===== src/rtl/servo_pwm_out.sv =====
// Three-channel servo PWM generator with frame-synchronous double-buffered widths,
// range clamping and optional per-frame slew limiting (enable with SERVO_PWM_SLEW_EN).
module servo_pwm_out #(
  parameter int unsigned PERIOD    = 1_000_000,
  parameter int unsigned MIN_PULSE = 25_000,
  parameter int unsigned MAX_PULSE = 125_000,
  parameter int unsigned SLEW_STEP = 500
) (
  input  logic        clk,
  input  logic        rst_n,
  input  logic [31:0] pwm1,
  input  logic [31:0] pwm2,
  input  logic [31:0] catch_pwm,
  output logic        servo1,
  output logic        servo2,
  output logic        servo3,
  output logic        frame_tick,
  output logic [2:0]  sat
);

  localparam logic [31:0] LAST_CNT = 32'(PERIOD - 1);
  localparam logic [31:0] MIN_W    = 32'(MIN_PULSE);
  localparam logic [31:0] MAX_W    = 32'(MAX_PULSE);
`ifdef SERVO_PWM_SLEW_EN
  localparam logic [31:0] STEP_W   = 32'(SLEW_STEP);
`endif

  logic [31:0]       cnt_q, cnt_d;
  logic [2:0][31:0]  w_q, w_d;
  logic [2:0][31:0]  tgt;
  logic [2:0][31:0]  req;
  logic [2:0]        sat_q, sat_d;
  logic [2:0]        clamp;
  logic [2:0]        servo_q, servo_d;
  logic              tick_q, tick_d;
  logic              latch;

  assign req[0] = pwm1;
  assign req[1] = pwm2;
  assign req[2] = catch_pwm;

  assign latch = (cnt_q == LAST_CNT);

  always_comb begin
    cnt_d = latch ? 32'd0 : cnt_q + 32'd1;
  end

  // Clamp each request into the safe servo range; zero passes through as "off".
  always_comb begin
    for (int k = 0; k < 3; k++) begin
      tgt[k]   = req[k];
      clamp[k] = 1'b0;
      if (req[k] == 32'd0) begin
        tgt[k] = 32'd0;
      end else if (req[k] < MIN_W) begin
        tgt[k]   = MIN_W;
        clamp[k] = 1'b1;
      end else if (req[k] > MAX_W) begin
        tgt[k]   = MAX_W;
        clamp[k] = 1'b1;
      end
    end
  end

  always_comb begin
    w_d   = w_q;
    sat_d = sat_q;
    if (latch) begin
      sat_d = clamp;
      for (int k = 0; k < 3; k++) begin
`ifdef SERVO_PWM_SLEW_EN
        // On/off transitions jump; otherwise move at most one step toward target.
        if (tgt[k] == 32'd0 || w_q[k] == 32'd0) begin
          w_d[k] = tgt[k];
        end else if (tgt[k] > w_q[k]) begin
          w_d[k] = ((tgt[k] - w_q[k]) > STEP_W) ? w_q[k] + STEP_W : tgt[k];
        end else if (tgt[k] < w_q[k]) begin
          w_d[k] = ((w_q[k] - tgt[k]) > STEP_W) ? w_q[k] - STEP_W : tgt[k];
        end else begin
          w_d[k] = w_q[k];
        end
`else
        w_d[k] = tgt[k];
`endif
      end
    end
  end

  // Pins are computed from next-state values so the flop matches cnt < w each cycle.
  always_comb begin
    tick_d = latch;
    for (int k = 0; k < 3; k++) begin
      servo_d[k] = (cnt_d < w_d[k]);
    end
  end

  always_ff @(posedge clk or negedge rst_n) begin
    if (!rst_n) begin
      cnt_q   <= 32'd0;
      w_q     <= '0;
      sat_q   <= 3'b000;
      servo_q <= 3'b000;
      tick_q  <= 1'b0;
    end else begin
      cnt_q   <= cnt_d;
      w_q     <= w_d;
      sat_q   <= sat_d;
      servo_q <= servo_d;
      tick_q  <= tick_d;
    end
  end

  assign servo1     = servo_q[0];
  assign servo2     = servo_q[1];
  assign servo3     = servo_q[2];
  assign frame_tick = tick_q;
  assign sat        = sat_q;

endmodule


===== config.mk =====
export PLATFORM = sky130hd
export DESIGN_NAME = servo_pwm_out
export DESIGN_NICKNAME = d
export VERILOG_FILES = /design/src/rtl/servo_pwm_out.sv
export SDC_FILE = /design/constraint.sdc
export NUM_CORES = 1
export LEC_CHECK = 0
export ABC_CLOCK_PERIOD_IN_PS = 4400
export BUFFER_PORTS_ARGS = -buffer_cell sky130_fd_sc_hd__buf_2
export CAP_MARGIN = 15
export CORE_MARGIN = 2
export CORE_UTILIZATION = 35
export CTS_BUF_LIST = sky130_fd_sc_hd__clkbuf_16
export DETAILED_ROUTE_END_ITERATION = 12
export PLACE_DENSITY_LB_ADDON = 0.12
export SLEW_MARGIN = 20
export SYNTH_ARGS = -nofsm -noshare
export SYNTH_HDL_FRONTEND = slang
export SYNTH_SLANG_ARGS = --single-unit

===== constraint.sdc =====
create_clock -name clk -period 4.4 [get_ports clk]
set_input_delay 0.44 -clock clk [delete_from_list [all_inputs] [get_ports clk]]
set_output_delay 0.44 -clock clk [all_outputs]
set_load 0.03 [all_outputs]

# Word-level counts from Yosys, hierarchy flattened

Index checks and enable logic that the tools add are counted.

Flip-flop bits (word level): 135
Output and inout bits: 7
Word-level logic and storage cells: 41

Add/subtract/negate cells: 1
Magnitude comparators: 9
Equality and inequality tests: 1
Mux-type cells: 20
Reduce and logical (&&, ||, !) cells: 3

Operators by type and width:

| kind                                                                            | count |
|---|---|
| 32-bit 2-to-1 mux                                                               | 10 |
| 32-bit by 17-bit > comparator with 1-bit output (second input constant)         | 3 |
| 32-bit logical NOT                                                              | 3 |
| 32-bit by 15-bit less-than comparator with 1-bit output (second input constant) | 3 |
| 32-bit less-than comparator                                                     | 3 |
| 96-bit 2-to-1 mux                                                               | 1 |
| 32-bit by 1-bit adder with 32-bit output (second input constant)                | 1 |
| 32-bit by 20-bit == test with 1-bit output (second input constant)              | 1 |
| 1-bit 2-to-1 mux                                                                | 9 |

# Depth between registers and ports, before layout

Gate-level depths: netlist (run 1).

Word-level depth: 6
Depth in mapped cells: 16
Depth with buffers taken out: 14

# Worst setup path after synthesis (run 1)

OpenSTA, ideal clock, no wires.

Kind: register -> register
Start: register cnt_q[6]
End: register servo_q[2]
Data arrival time: 3543 ps
Required time: 4276 ps
Path slack: 732 ps
Cell stages (with the launch flop): 15
Buffers on the path: 1
Clock period less this slack: 3668 ps
Cells stage by stage: dfrtp_1 > buf_2 > nand4_2 > or4_4 > nor4_4 > nand3_4 > nor4_4 > xor2_1 > ha_1 > nand2_1 > or4_1 > nor4_1 > o211a_1 > a221o_1 > nor3_2

Longest elaborated chain between the ends: 3
Elaborated cells on any way between the ends: 5

Ends and longest elaborated chain:

| what                                                                                                   | RTL line | RTL |
|---|---|---|
| start: declaration                                                                                     | 28       | `logic [31:0] cnt_q, cnt_d;` |
| start signal: assignment                                                                               | 105      | `cnt_q <= cnt_d;` |
| 32-bit by 1-bit adder with 32-bit output or 32-bit by 20-bit == test with 1-bit output (tied branches) | 45, 42   |  |
| 32-bit 2-to-1 mux *                                                                                    | 45       | `cnt_d = latch ? 32'd0 : cnt_q + 32'd1;` |
| via cnt_d[28]                                                                                          | 28       |  |
| 32-bit less-than comparator *                                                                          | 93       | `servo_d[k] = (cnt_d < w_d[k]);` |
| via servo_d[2]                                                                                         | 34       | `logic [2:0] servo_q, servo_d;` |
| end signal: assignment                                                                                 | 108      | `servo_q <= servo_d;` |
| end: declaration                                                                                       | 34       |  |

Mark *: on every way through the listed nets, which the timed path passes. The rest lies on a longest branch.
A chain may end at the register's enable or synchronous reset.

# Worst setup path after layout (run 1)

Ends and elaborated chain as after synthesis.

==> flow_summary.rst, run 1 <==
.. list-table::
   :header-rows: 1

   * - Metric
     - Value
   * - Die Outline Area
     - 24900 µm²
   * - Overall routed net length
     - 23000 µm
   * - Number of buffers added on ports
     - 104
   * - Arrival time reported for the critical path endpoint
     - 4.34 ns
   * - Worst setup path start
     - cnt_q[6]
   * - Post-synth EDFFs
     - 0
   * - Level count of the clock H-tree
     - 4
   * - Number of cells produced by synthesis
     - 870
   * - Async S/R FF share, synth
     - 100%
   * - Critical path's largest stage delay
     - 0.62 ns
   * - Number of clock buffers inserted by TritonCTS
     - 17
   * - Root Driver
     - clkbuf_16
   * - Library cell occupying the most area in the post-synthesis netlist
     - dfrtp_1
   * - Net count of the mapped netlist
     - 1062
   * - Number of placed I/O pins
     - 105
   * - Clock-pin slew of the registers on the worst-case setup and hold paths
     - 0.06 ns
   * - Top post-synthesis cells by area
     - dfrtp_1 (41%), ha_1 (14%), nand2_1 (4.8%)
   * - Critical Path Start Type
     - register
   * - Via Count
     - 6961
   * - RSZ-0062 raised after global routing
     - false
   * - Hold crit path type
     - in2async
   * - Area of the placeable core
     - 23300 µm²
   * - Static Leakage
     - 5.04 nW
   * - GRT Resource Usage Total
     - 19.2%
   * - Final layout net count
     - 1190
   * - DRT Pass-1 Iters
     - 5
   * - Number of setup violations in the final report
     - 0
   * - Synth Warn #
     - 0
   * - Final count of pins violating max slew
     - 0
   * - Remaining global-route overflow
     - 0
   * - Post-Synthesis Cell Area
     - 8280 µm²
   * - Effective utilization at floorplan
     - 35.5%
   * - Final hold slack
     - -0.00984 ns
   * - Most frequent cell on the critical path
     - nor4_2
   * - Worst setup path category
     - reg2reg
   * - Area occupied by registers
     - 3380 µm²
   * - Final period demand of the worst path
     - 4.04 ns
   * - Critical path cell sequence
     - nand4_2 -> nor4_2 -> nand4_1 -> or2_1 -> nor3_1 -> xnor2_1 -> ha_1 -> nand2_1 -> or4_1 -> nor4_2 -> o211a_1 -> a221o_1 -> nor3_2
   * - Buf/Inv on CP
     - 0
   * - Maximum number of pins on one net before global-route repair
     - 61
   * - Placer congestion estimate
     - 0.863
   * - Crit path depth
     - 13
   * - Failing checks
     - negative hold slack
   * - Post-CTS sizing
     - 0
   * - Die span in x
     - 158 µm
   * - Leading register cell type out of synthesis
     - dfrtp_1
   * - CTS sink count
     - 135
   * - Number of global-route vias before repair
     - 6687
   * - Result of the run
     - complete, but fails checks
   * - Tightest Pin Transition
     - 0.702 ns
   * - R2r startpoint
     - cnt_q[6]
   * - Vertical die dimension
     - 158 µm
   * - Final period utilization
     - 91.7%
   * - Area growth from synthesis to final layout
     - 19.6%
   * - Final setup skew
     - 0.0133 ns
   * - Filler Cells Inserted
     - 2307
   * - Ratio of cells with drive above 1 in the final layout
     - 18.5%
   * - Mean instance size in the synthesized netlist
     - 9.51 µm²
   * - Largest fanout on the critical path
     - 8
   * - Number of setup buffers added after CTS
     - 0
   * - PwrDens
     - 268 nW/µm²
   * - Depth of the worst register-to-register path
     - 13
   * - Clock tree from TritonCTS
     - yes
   * - Max-capacitance violation count
     - 0
   * - Placed instance count
     - 1298
   * - Setup ws final
     - 0.365 ns
   * - Slew HR
     - 52.9%
   * - Number of remaining DRC errors
     - 0
   * - Finished Layout Cells
     - 1330
   * - Number of antenna violations at the first check in global routing
     - 0
   * - Slack of the worst reg-to-reg path
     - 0.36 ns
   * - Critical Path Sink
     - servo_q[2]
   * - End of the worst register-to-register path
     - servo_q[2]
   * - Number of failing hold endpoints at the final stage
     - 3
   * - Area of combinational cells with multiple inputs
     - 4570 µm²
   * - Clock insertion delay at the later pin of the skew report
     - 0.43 ns
   * - Top cells by instance count after synthesis
     - dfrtp_1 (135), nand2_1 (105), ha_1 (94), inv_1 (71), nor2_1 (51)
   * - Vias per cell
     - 5.23
   * - Register bit total from synthesis
     - 135
   * - Register area share after synthesis
     - 40.8%
   * - Clock Tree Buf Depth
     - 2
   * - Inserted Diodes
     - 0
   * - Wire length of the first global-routing pass
     - 36500 µm
   * - Proportion of netlist area held by the largest area contributor
     - 40.8%
   * - Count of routing violations after the opening detailed-route iteration
     - 443
   * - Data required time at the worst endpoint
     - 4.71 ns
   * - F_max
     - 248 MHz
   * - Wire per inst
     - 17.3 µm
   * - Post-route ant nets
     - 0
   * - Worst-path cell with the longest stage delay
     - or4_1
   * - Cell family contributing the most delay on the critical path
     - simple AND/OR/NAND/NOR gates
   * - Worst vdd ir
     - 0.163 mV
   * - Hold-fix buffers at CTS
     - 0
   * - Detailed Place HPWL
     - 17900 µm
   * - Crit. End Element
     - register
   * - Final setup TNS
     - 0 ns
   * - Count of standard-cell rows
     - 56
   * - Leading cell type by number of instances after synthesis
     - dfrtp_1
   * - Unique cell type count in the Yosys netlist
     - 68
   * - Pre-CTS setup slack
     - 0.345 ns
logic make-up after synthesis:
| logic type | synth area share [%] |
|---|---|
| AO/OA/AOI/OAI | 17.2 |
| XOR/XNOR | 2.96 |
| adder cells (fa/ha/maj) | 14.2 |
| buffers and inverters | 4.38 |
| flip-flops | 40.8 |
| multiplexers | 0.121 |
| AND/OR/NAND/NOR | 20.3 |
metal layers:
layer  GRT usage, %  vias to the layer above  part of all wire (%)
li1               -                     3483                     -
met1           26.9                     3334                    49
met2           30.4                      116                    46
met3           2.87                       28                   3.4
met4           5.97                        0                   1.8
met5              0                        -                     0
sequential cells by signal, summed over array words and instances, names as in the netlist:
name,flops
frame_tick,1
cnt_q,32
w_q,96
servo_q,3
sat,3
through the flow:
step	total power [mW]	util [%]	instance area, µm²
6_report	2.66	42.4	9900
5_1_grt	2.76	42.4	9900
4_1_cts	2.69	42.4	9890
3_5_place_dp	1.37	40.1	9350
3_3_place_gp	1.38	40.1	9350
2_1_floorplan	1.28	-	8280
cells in the final DEF, fill, tap and decap left out, types with 5 or more instances in the layout:
cell	Yosys	final
nand2_1	105	104
a21o_1	17	17
xor2_1	10	9
inv_1	71	73
or3_1	7	7
o21ai_0	37	37
and4_1	8	8
nand4_1	25	25
nor2_1	51	51
xnor2_1	18	18
a32oi_1	7	7
a211oi_1	10	10
nor4_1	29	28
o21a_1	24	24
nand3_1	23	23
or2_2	5	5
a22oi_1	13	13
ha_1	94	94
clkbuf_16	0	17
o211ai_1	9	9
o21ai_1	6	6
buf_4	0	24
nor3_1	25	25
dfrtp_1	135	135
buf_2	5	103
a22o_1	14	14
a21oi_1	23	23
a31oi_1	10	10
how the worst min path moves through the flow:
stage,depth (start not counted),start,to
after global routing,1,rst_n,w_q[35]
after CTS,1,rst_n,w_q[35]
after detailed placement,2,w_q[63],w_q[63]
after floorplan,0,rst_n,cnt_q[0]
after global placement,2,w_q[21],w_q[21]
final,1,rst_n,w_q[35]
cell type report:
type | count | area share (%)
tap | 319 | 4.03
multi-input combinational | 640 | 46.1
timing repair buffer | 130 | 7.54
sequential | 135 | 34.1
clock inverter | 15 | 1.09
clock buffer | 17 | 4.30
inverter | 74 | 2.81
power breakdown:
part	leakage (nW)	internal, mW	switching, mW
Clock	0.262	0.721	0.586
Combinational	3.09	0.0415	0.0676
Sequential	1.69	1.24	0.000000779
worst reg2reg max path: cells and delay by family, from the launching register on:
kind / cells / cell delay [ns]
compound gates: 2 / 0.36
xor+xnor: 1 / 0.19
fa+ha+maj: 1 / 0.37
flops: 1 / 0.47
simple gates: 9 / 2.53
No activity file was read; power rests on OpenSTA's default activity.
==> run 2, diff against run 1 <==
==> constraint.sdc (replaced) <==
create_clock -name clk -period 4.4 [get_ports clk]
set_input_delay 0.66 -clock clk [delete_from_list [all_inputs] [get_ports clk]]
set_output_delay 0.66 -clock clk [all_outputs]
set_load 0.03 [all_outputs]
==> run 2 against run 1 <==
The run now ends clean; clock power up 15%; non-clock buffer count unchanged; utilization grew 0.33 points; sequential power is essentially flat; final area up 0.77%; highest routed layer unchanged; critical path depth grew 1; flip-flop and latch count stayed put; power grew 7.3%.
==> flow_summary.rst, run 2 (synthesis results as in run 1) <==
.. list-table::
   :header-rows: 1

   * - Metric
     - Value
   * - Result of the run
     - completed
   * - GRT Resource Usage Total
     - 19.2% (+0.032 points)
   * - Placer congestion estimate
     - 0.799 (-7.4%)
   * - Final count of pins violating max slew
     - 0 (unchanged)
   * - Level count of the clock H-tree
     - 4 (unchanged)
   * - Worst setup path start
     - cnt_q[6]
   * - Most frequent standard cell in the layout excluding fill and tap cells
     - dfrtp_1
   * - Remaining global-route overflow
     - 0 (unchanged)
   * - Arrival time reported for the critical path endpoint
     - 4.47 ns (+0.13 ns)
   * - Number of failing hold endpoints at the final stage
     - 0 (-3)
   * - RSZ-0062 raised after global routing
     - false
   * - Clock insertion delay at the later pin of the skew report
     - 0.43 ns (about the same)
   * - Flip-flop count of the largest register after layout
     - 96 (unchanged)
   * - Overall routed net length
     - 23000 µm (about the same)
   * - Clock Tree Buf Depth
     - 2 (unchanged)
   * - Switching power total
     - 0.663 mW (+1.5%)
   * - Largest fanout on the critical path
     - 8 (unchanged)
   * - CTS sink count
     - 135 (unchanged)
   * - DRT Pass-1 Iters
     - 4 (-1)
   * - Critical path's largest stage delay
     - 0.54 ns (-0.08 ns)
   * - Final setup skew
     - 0.00934 ns (-0.00396 ns)
   * - Inserted Diodes
     - 0 (unchanged)
   * - Clock tree from TritonCTS
     - yes
   * - Area of the placeable core
     - 23300 µm² (unchanged)
   * - R2r startpoint
     - cnt_q[6]
   * - Hold crit path type
     - in2async
   * - Effective utilization at floorplan
     - 35.5% (unchanged)
   * - Hold-fix buffers at CTS
     - 0 (unchanged)
   * - Number of placed I/O pins
     - 105 (unchanged)
   * - Area growth from synthesis to final layout
     - 20.5%
   * - Wire length of the first global-routing pass
     - 36700 µm (+0.55%)
   * - Detailed Place HPWL
     - 17600 µm (-1.7%)
   * - Critical path cell sequence
     - nand4_2 -> or4_4 -> nor4_4 -> nand2_1 -> xnor2_1 -> buf_4 -> ha_1 -> o21ai_0 -> nand2b_1 -> a31o_2 -> a2111oi_0 -> buf_4 -> o41ai_1 -> o21ai_1
   * - Worst setup path category
     - reg2reg
   * - Number of remaining DRC errors
     - 0 (unchanged)
   * - Most frequent cells in the layout
     - dfrtp_1 (135), nand2_1 (104), buf_2 (103)
   * - End of the worst register-to-register path
     - servo_q[0]
   * - Clock-pin slew of the registers on the worst-case setup and hold paths
     - 0.06 ns (about the same)
   * - Final layout net count
     - 1190 (unchanged)
   * - Vias per cell
     - 5.16 (-1.4%)
   * - Max-capacitance violation count
     - 0 (unchanged)
   * - Number of setup violations in the final report
     - 0 (unchanged)
   * - Vertical die dimension
     - 158 µm (unchanged)
   * - Ratio of cells with drive above 1 in the final layout
     - 18.7% (+0.20 points)
   * - Number of buffers added on ports
     - 104 (unchanged)
   * - Static Leakage
     - 5.08 nW (+0.72%)
   * - Post-route ant nets
     - 0 (unchanged)
   * - Number of global-route vias before repair
     - 6639 (-0.72%)
   * - Cell family contributing the most delay on the critical path
     - simple AND/OR/NAND/NOR gates
   * - Sw Ratio
     - 23.3% (-1.3 points)
   * - Register name with the most flops
     - w_q
   * - Number of clock buffers inserted by TritonCTS
     - 17 (unchanged)
   * - Root Driver
     - clkbuf_16
   * - Wire per inst
     - 17.3 µm (about the same)
   * - Slack of the worst reg-to-reg path
     - 0.28 ns (-0.09 ns)
   * - Count of standard-cell rows
     - 56 (unchanged)
   * - Final period demand of the worst path
     - 4.12 ns (+0.0857 ns)
   * - Maximum number of pins on one net before global-route repair
     - 112 (+84%)
   * - Via Count
     - 6867 (-1.4%)
   * - Critical Path Sink
     - servo_q[0]
   * - Final period utilization
     - 93.7% (+1.9 points)
   * - Depth of the worst register-to-register path
     - 14 (+1)
   * - Crit. End Element
     - register
   * - Buf/Inv on CP
     - 2 (+2)
   * - F_max
     - 243 MHz (-2.1%)
   * - Critical Path Start Type
     - register
   * - Final hold slack
     - 0.259 ns (+0.269 ns)
   * - Largest registers
     - w_q: 96 flops, cnt_q: 32 flops
   * - Internal portion of total power
     - 2.19 mW (+9.2%)
   * - Seq pwr share
     - 43.5% (-3.2 points)
   * - Worst vdd ir
     - 0.221 mV (+35%)
   * - Part of the power in the clock network
     - 52.6% (+3.4 points)
   * - Most frequent cell on the critical path
     - buf_4
   * - Comb power frac
     - 3.8% (-0.3 points)
   * - Die Outline Area
     - 24900 µm² (unchanged)
   * - Slew HR
     - 48.5% (-4.3 points)
   * - Number of antenna violations at the first check in global routing
     - 0 (unchanged)
   * - PwrDens
     - 286 nW/µm² (+6.5%)
   * - Tightest Pin Transition
     - 0.767 ns (+0.0647 ns)
   * - Final setup TNS
     - 0 ns (unchanged)
   * - Die span in x
     - 158 µm (unchanged)
   * - Worst-path cell with the longest stage delay
     - or4_4
   * - Count of routing violations after the opening detailed-route iteration
     - 432 (-2.5%)
   * - Data required time at the worst endpoint
     - 4.75 ns (+0.04 ns)
   * - Crit path depth
     - 14 (+1)
==> run 2: cell type report <==
class	count	area, µm²
clock buffer	17	425
timing repair buffer	130	747
tap	319	399
multi-input combinational	640	4560
inverter	74	278
clock inverter	15	191
fill	2350	13400
sequential	135	3380
==> run 2: per-layer routing <==
metal / vias to the layer above / track usage (%) / wire length [µm]
met5: - / 0 / 0
met4: 0 / 4.16 / 162
met3: 10 / 2.93 / 636
met2: 98 / 30.2 / 10700
met1: 3284 / 27.9 / 11500
li1: 3475 / - / -
==> run 2: worst register-to-register path: cells and delay by family, from the launching register on <==
kind,cells,cell delay (ns)
fa+ha+maj,1,0.24
compound gates,5,1.11
xor+xnor,1,0.37
buf+inv,2,0.43
flops,1,0.49
simple gates,5,1.40
==> run 2: per-stage QoR <==
stage               worst slack [ns]  power, mW  util [%]  area [µm²]  instances
floorplan                      0.732       1.28         -        8280        870
global placement               0.395       1.38      40.1        9350       1298
finish                         0.279       2.85      42.8        9980       1330
CTS                            0.298       2.89      42.7        9970       1330
detailed placement             0.310       1.38      40.1        9350       1298
global route                  0.0755       2.97      42.8        9980       1330
==> run 2: worst min-delay path by stage <==
stage / slack [ns] / endpoint / from
floorplan: 0.36 / cnt_q[0] / rst_n
global placement: 0.45 / w_q[50] / w_q[50]
detailed placement: 0.45 / w_q[85] / w_q[85]
CTS: 0.31 / sat[1] / rst_n
global route: 0.33 / sat[1] / rst_n
finish: 0.26 / sat[1] / rst_n
==> run 2: timing repair <==
action,in CTS,in global routing
resized for setup,0,1
buffers inserted,0,0
setup endpoints to repair,0,1
==> run 2: power groups by stage <==
stage	combinational (mW)	sequential (mW)	clock, mW
2_1_floorplan	0.0159	1.26	0
3_3_place_gp	0.112	1.26	0
3_5_place_dp	0.111	1.26	0
4_1_cts	0.112	1.24	1.54
5_1_grt	0.124	1.24	1.60
6_report	0.109	1.24	1.50
